[config.mk]
export PLATFORM = sky130hd
export DESIGN_NAME = lsu_mem_stage
export DESIGN_NICKNAME = d
export VERILOG_FILES = /design/src/rtl/lsu_mem_stage_pkg.sv /design/src/rtl/lsu_align.sv /design/src/rtl/lsu_mem_stage.sv
export SDC_FILE = /design/constraint.sdc
export NUM_CORES = 1
export LEC_CHECK = 0
export BUFFER_PORTS_ARGS = -buffer_cell sky130_fd_sc_hd__buf_4
export CORE_ASPECT_RATIO = 0.6
export CORE_MARGIN = 10
export CORE_UTILIZATION = 40
export DETAILED_ROUTE_END_ITERATION = 10
export PLACE_DENSITY = 0.66
export SLEW_MARGIN = 40
export SYNTH_ARGS = -nofsm -noshare
export SYNTH_HDL_FRONTEND = slang
export SYNTH_SLANG_ARGS = --single-unit
[constraint.sdc]
create_clock -name clock -period 10.1 [get_ports clock]
set_input_delay 1.515 -clock clock [delete_from_list [all_inputs] [get_ports clock]]
set_output_delay 1.515 -clock clock [all_outputs]
set_load 0.005 [all_outputs]
[src/rtl/lsu_mem_stage_pkg.sv]
// Shared definitions for the load/store memory stage: access-size encodings
// and the bus-sequencing state type.
package lsu_mem_stage_pkg;

  // funct3 access-size / sign encodings (shared by loads and stores)
  localparam logic [2:0] F3_B  = 3'b000;
  localparam logic [2:0] F3_H  = 3'b001;
  localparam logic [2:0] F3_W  = 3'b010;
  localparam logic [2:0] F3_BU = 3'b100;
  localparam logic [2:0] F3_HU = 3'b101;

  typedef enum logic [1:0] {
    IDLE = 2'd0,
    REQ  = 2'd1,
    WAIT = 2'd2
  } lsu_state_e;

endpackage

[src/rtl/lsu_align.sv]
// Byte-lane steering: store strobes and replicated write data on the way out,
// lane extraction and sign/zero extension of read data on the way back.
module lsu_align
  import lsu_mem_stage_pkg::*;
(
  input  logic [2:0]  funct3,
  input  logic [1:0]  addr_lo,
  input  logic [31:0] store_data,
  input  logic [31:0] rdata,
  output logic [3:0]  wstrb,
  output logic [31:0] wdata,
  output logic [31:0] load_data
);

  logic [7:0]  byte_lane;
  logic [15:0] half_lane;

  // NOTE: every output of a combinational block gets a default first, so no
  // path through the case statements can leave a value unassigned (latch).
  always_comb begin
    byte_lane = rdata[7:0];
    unique case (addr_lo)
      2'd0: byte_lane = rdata[7:0];
      2'd1: byte_lane = rdata[15:8];
      2'd2: byte_lane = rdata[23:16];
      2'd3: byte_lane = rdata[31:24];
    endcase
    // Halfword accesses ignore addr[0].
    half_lane = addr_lo[1] ? rdata[31:16] : rdata[15:0];
  end

  always_comb begin
    wstrb     = 4'b1111;
    wdata     = store_data;
    load_data = rdata;
    case (funct3)
      F3_B: begin
        wstrb     = 4'b0001 << addr_lo;
        wdata     = {4{store_data[7:0]}};
        load_data = {{24{byte_lane[7]}}, byte_lane};
      end
      F3_H: begin
        wstrb     = 4'b0011 << {addr_lo[1], 1'b0};
        wdata     = {2{store_data[15:0]}};
        load_data = {{16{half_lane[15]}}, half_lane};
      end
      F3_W: begin
        wstrb     = 4'b1111;
        wdata     = store_data;
        load_data = rdata;
      end
      F3_BU: load_data = {24'd0, byte_lane};
      F3_HU: load_data = {16'd0, half_lane};
      default: load_data = rdata;
    endcase
  end

endmodule

[src/rtl/lsu_mem_stage.sv]
// Memory pipeline stage: sequences one bus request/response per load or store,
// passes non-memory instructions straight through, and registers the WBU payload.
module lsu_mem_stage
  import lsu_mem_stage_pkg::*;
#(
  parameter int XLEN = 32,
  parameter int RD_W = 5
) (
  input  logic            clock,
  input  logic            reset,
  input  logic            valid_in,
  output logic            ready_out,
  input  logic [XLEN-1:0] ex_result,
  input  logic [XLEN-1:0] store_data,
  input  logic [XLEN-1:0] rd_value_in,
  input  logic [RD_W-1:0] rd_in,
  input  logic [3:0]      csr_wen_in,
  input  logic            R_wen_in,
  input  logic            mem_ren_in,
  input  logic            mem_wen_in,
  input  logic [2:0]      funct3_in,
  input  logic            jump_flag_in,
  output logic            req_valid,
  input  logic            req_ready,
  output logic [XLEN-1:0] req_addr,
  output logic            req_wen,
  output logic [XLEN-1:0] req_wdata,
  output logic [3:0]      req_wstrb,
  input  logic            rsp_valid,
  input  logic [XLEN-1:0] rsp_rdata,
  output logic            valid_out,
  input  logic            ready_in,
  output logic [XLEN-1:0] MEM_Rdata,
  output logic [XLEN-1:0] Ex_result,
  output logic [XLEN-1:0] rd_value,
  output logic [RD_W-1:0] rd,
  output logic [3:0]      csr_wen,
  output logic            R_wen,
  output logic            mem_ren,
  output logic            jump_flag
);

  lsu_state_e state_q, state_d;

  // Captured copy of the in-flight memory instruction.
  logic [XLEN-1:0] pend_ex, pend_sdata, pend_rdv;
  logic [RD_W-1:0] pend_rd;
  logic [3:0]      pend_csr;
  logic [2:0]      pend_f3;
  logic            pend_rw, pend_ren, pend_wen, pend_jmp;

  logic        accept, is_mem, load_direct, load_resp;
  logic [3:0]  al_wstrb;
  logic [31:0] al_wdata, al_load;

  assign ready_out   = (state_q == IDLE) && (!valid_out || ready_in);
  assign accept      = valid_in && ready_out;
  assign is_mem      = mem_ren_in || mem_wen_in;
  assign load_direct = accept && !is_mem;
  // A response outside WAIT (e.g. from a request abandoned by reset) is dropped.
  assign load_resp   = (state_q == WAIT) && rsp_valid;

  lsu_align u_align (
    .funct3     (pend_f3),
    .addr_lo    (pend_ex[1:0]),
    .store_data (pend_sdata),
    .rdata      (rsp_rdata),
    .wstrb      (al_wstrb),
    .wdata      (al_wdata),
    .load_data  (al_load)
  );

  // Request fields come only from captured state, so they stay stable in REQ.
  assign req_addr  = {pend_ex[XLEN-1:2], 2'b00};
  assign req_wen   = pend_wen;
  assign req_wdata = pend_wen ? al_wdata : '0;
  assign req_wstrb = pend_wen ? al_wstrb : 4'b0000;

  // NOTE: state registers use non-blocking assignments so every flop samples
  // the pre-edge values, independent of the order of always blocks.
  always_ff @(posedge clock or posedge reset) begin
    if (reset) state_q <= IDLE;
    else       state_q <= state_d;
  end

  always_comb begin
    state_d   = state_q;
    req_valid = 1'b0;
    case (state_q)
      IDLE: if (accept && is_mem) state_d = REQ;
      REQ: begin
        req_valid = 1'b1;
        if (req_ready) state_d = WAIT;
      end
      WAIT:    if (rsp_valid) state_d = IDLE;
      default: state_d = IDLE;
    endcase
  end

  // NOTE: these are plain control/payload registers (no RAM), so all of them are
  // cleared by reset; an uncleared value here would leak into the bus/WBU.
  always_ff @(posedge clock or posedge reset) begin
    if (reset) begin
      pend_ex    <= '0;
      pend_sdata <= '0;
      pend_rdv   <= '0;
      pend_rd    <= '0;
      pend_csr   <= '0;
      pend_f3    <= '0;
      pend_rw    <= 1'b0;
      pend_ren   <= 1'b0;
      pend_wen   <= 1'b0;
      pend_jmp   <= 1'b0;
    end else if (accept && is_mem) begin
      pend_ex    <= ex_result;
      pend_sdata <= store_data;
      pend_rdv   <= rd_value_in;
      pend_rd    <= rd_in;
      pend_csr   <= csr_wen_in;
      pend_f3    <= funct3_in;
      pend_rw    <= R_wen_in;
      pend_ren   <= mem_ren_in;
      pend_wen   <= mem_wen_in;
      pend_jmp   <= jump_flag_in;
    end
  end

  // Output loads only happen when the slot is free or draining this edge,
  // which keeps the payload frozen while the WBU stalls.
  always_ff @(posedge clock or posedge reset) begin
    if (reset) begin
      valid_out <= 1'b0;
      MEM_Rdata <= '0;
      Ex_result <= '0;
      rd_value  <= '0;
      rd        <= '0;
      csr_wen   <= '0;
      R_wen     <= 1'b0;
      mem_ren   <= 1'b0;
      jump_flag <= 1'b0;
    end else if (load_direct) begin
      valid_out <= 1'b1;
      MEM_Rdata <= '0;
      Ex_result <= ex_result;
      rd_value  <= rd_value_in;
      rd        <= rd_in;
      csr_wen   <= csr_wen_in;
      R_wen     <= R_wen_in;
      mem_ren   <= mem_ren_in;
      jump_flag <= jump_flag_in;
    end else if (load_resp) begin
      valid_out <= 1'b1;
      MEM_Rdata <= pend_ren ? al_load : '0;
      Ex_result <= pend_ex;
      rd_value  <= pend_rdv;
      rd        <= pend_rd;
      csr_wen   <= pend_csr;
      R_wen     <= pend_rw;
      mem_ren   <= pend_ren;
      jump_flag <= pend_jmp;
    end else if (ready_in) begin
      valid_out <= 1'b0;
    end
  end

endmodule

==> results.yml <==
clock_tree:
  clk-insertion-delay-late_ns: 0.51
  cts_root_buf: "clkbuf_16"
  numCtsBuffers: 23
  cts_tree: "built"
  holdBufCountCts: 0
  h-tree-depth: 1
  clockBufferDepth: 3
  cts.clk_slew.worst_paths_ns: 0.06
  cts_setup_buffers: 0
  ctsResizeCount: 0
  cts_num_sinks: 223
drt:
  drtPass1Iterations: 5
  vias: 7468
  drtAntennaViolNets: 0
  via_per_inst: 5.36
  first_iter_violations: 582
  wl_per_cell_um: 22.9
  drt-total-wl_um: 31900
  drcViolationCount: 0
setup_path:
  critPathKind: "reg -> out"
  cp.arrival_ns: 2.33
  crit_fanout: 21
  startpoint_type: "flip-flop"
  end_kind: "output pin"
  worstPathRequired_ns: 8.59
  regToRegSetupSlack_ns: 7.34
power:
  p_leak_nw: 6.83
  powerDensity_mw_per_mm2: 319
  peakVddDrop_mv: 0.181
  total_power_mw: 4.22
place:
  dp_hpwl_um: 22800
  gp_congestion: 0.810
  place.port_buffers: 327
  pre_cts_slack_ns: 5.82
  placed_area_mm2: 0.0125
floorplan:
  initial_core_util_pct: 41.1
  dieArea_mm2: 0.0320
  dieWidth_um: 225
  die_h_um: 143
  rows: 44
  io_pins: 330
  fp.coreArea_mm2: 0.0244
yosys:
  synth_edf_count: 0
  synth.largest_area_cell: "dfrtp_1"
  synth-seq-cells: 223
  synth_cell_types: 44
  netlist_area_mm2: 0.0100
  syn_inst: 786
  yosysMostFrequentCell: "dfrtp_1"
  synth_common_cells: "223 x dfrtp_1, 110 x mux2_2, 82 x a21o_1, 78 x a22o_1, 44 x nand2_1"
  synthFlopType: "dfrtp_1"
  seq_area_frac_synth_pct: 55.6
  yosysWarnings: 0
  syn_avg_cell_area_um2: 12.8
  synthArstFlopShare_pct: 100
  yosys-top-cells-area: "dfrtp_1 56%, mux2_2 12%, a22o_1 6.8%, a21o_1 6.1%, buf_4 3.2%"
  yosys.area.top_type_share_pct: 55.6
global_routing:
  grt_max_degree: 95
  gr-total-overflow: 0
  grt_pass1_wl_um: 47700
  grt_pass1_vias: 7533
  grtUsageTotal_pct: 18.9
  antenna_found_initial: 2
sta:
  fin_tns_setup_ns: 0
  fin_crit_sh_pct: 38.0
  skew_ns: 0.0115
  slew_viol_final: 0
  grt_setup_unrepaired: "no"
  finalSetupViolations: 0
  timing.final.ws_setup_ns: 6.26
  max_freq_mhz: 260
  period_needed_ns: 3.84
  hold_viol_final: 0
  maxSlewHeadroom_pct: 51.5
  worst_pin_slew_ns: 0.727
final_layout:
  drive_gt1_share_pct: 46.6
  fillCellCount: 2145
  nNetsFinal: 1207
  regArea_mm2: 0.00558
  area_delta_synth_final_pct: 31.8
  multi_input_area_mm2: 0.00391
  design_area_mm2: 0.0132
min_path:
  worstHoldPathType: "reg -> reg"
outcome:
  status: "completed"
run:
  maxCapViolCount: 0
-- final cells by class --
class	count	share of cell area [%]
clock inverters	6	0.690
inverters	11	0.369
flip-flops and latches	223	42.2
clock buffers	32	4.83
multi-input cells	460	29.5
repair buffers	338	19.3
well taps	322	3.05
diodes	1	0.0189
-- final timing paths --
kind,end,startpoint,cells after the start
min in group asynchronous,pend_sdata[16]$_DFFE_PP0P_,reset,2
worst max register to register,pend_sdata[3]$_DFFE_PP0P_,valid_out$_DFFE_PP0P_,6
worst max-delay path,req_wdata[19],pend_f3[1]$_DFFE_PP0P_,5
max in group asynchronous,pend_ex[1]$_DFFE_PP0P_,reset,4
worst min-delay path,rd_value[31]$_DFFE_PP0P_,rd_value[31]$_DFFE_PP0P_,1
worst min register to register,rd_value[31]$_DFFE_PP0P_,rd_value[31]$_DFFE_PP0P_,1
-- flip-flops by register name (all words and copies together) (netlist names) --
name and count:
Ex_result 32, MEM_Rdata 32, pend_ex 32, pend_rdv 32, pend_sdata 32, rd_value 32
pend_rd 5, rd 5, csr_wen 4, pend_csr 4, pend_f3 3, state_q 2
R_wen 1, jump_flag 1, mem_ren 1, pend_jmp 1, pend_ren 1, pend_rw 1
req_wen 1, valid_out 1
-- power by group --
group | total (mW) | internal (mW) | leakage [nW] | switching (mW)
registers | 1.64 | 1.32 | 2.74 | 0.325
clock network | 0.848 | 0.493 | 0.357 | 0.355
logic | 1.73 | 0.985 | 3.74 | 0.744
total | 4.22 | 2.79 | 6.83 | 1.42
-- cells in the final DEF (no fill, tap or decap), types with 2 or more instances in the layout --
master     instances
conb_1             2
nand2b_1          10
nand2_1           44
a22o_1            78
or3_1              2
clkbuf_16         23
buf_4            333
clkbuf_1           6
bufinv_16          2
nor2_2             3
a211oi_1           7
inv_6              2
a21o_1            82
mux2i_1           15
inv_1             10
a221oi_1           7
dfrtp_2            2
a21boi_0          18
clkbuf_8           3
o211a_1            8
o2bb2ai_1          2
nor2_1            12
o21ai_0            5
dfrtp_1          221
buf_6              5
nor3_1             2
and2_1             9
a221o_1           23
o2111ai_1          2
mux2_2           110
-- logic make-up (layout without fill, tap and decap cells) --
group | after synthesis | after routing | synth area share, %
AOI/OAI and AO/OA | 240 | 240 | 19.9
DFF | 223 | 223 | 55.6
muxes | 126 | 126 | 14.1
buffers and inverters | 104 | 387 | 5.83
and+or+nand+nor | 92 | 92 | 4.53
other | 1 | 3 | 0.0374
-- routing by layer --
metal  part of all wire, %  GRT usage [%]
met1                    45           25.6
met2                    44           28.3
met3                   8.8           6.79
met5                 0.041              0
met4                   1.9           4.42
-- worst max-delay path, stage by stage, from the launching register on --
cell and delay (ns):
dfrtp_1 0.64, nor2_2 0.38, buf_4 0.32, nand2_1 0.08, a21boi_0 0.21, buf_4 0.16
-- through the flow --
step / cells / hold WS (ns) / util, %
2_1_floorplan: 787 / 0.473 / -
3_3_place_gp: 1353 / 0.461 / 51.0
3_5_place_dp: 1354 / 0.466 / 51.1
4_1_cts: 1392 / 0.480 / 54.1
5_1_grt: 1393 / 0.488 / 54.1
6_report: 1393 / 0.476 / 54.1
Power figures use the tool's default switching activity.
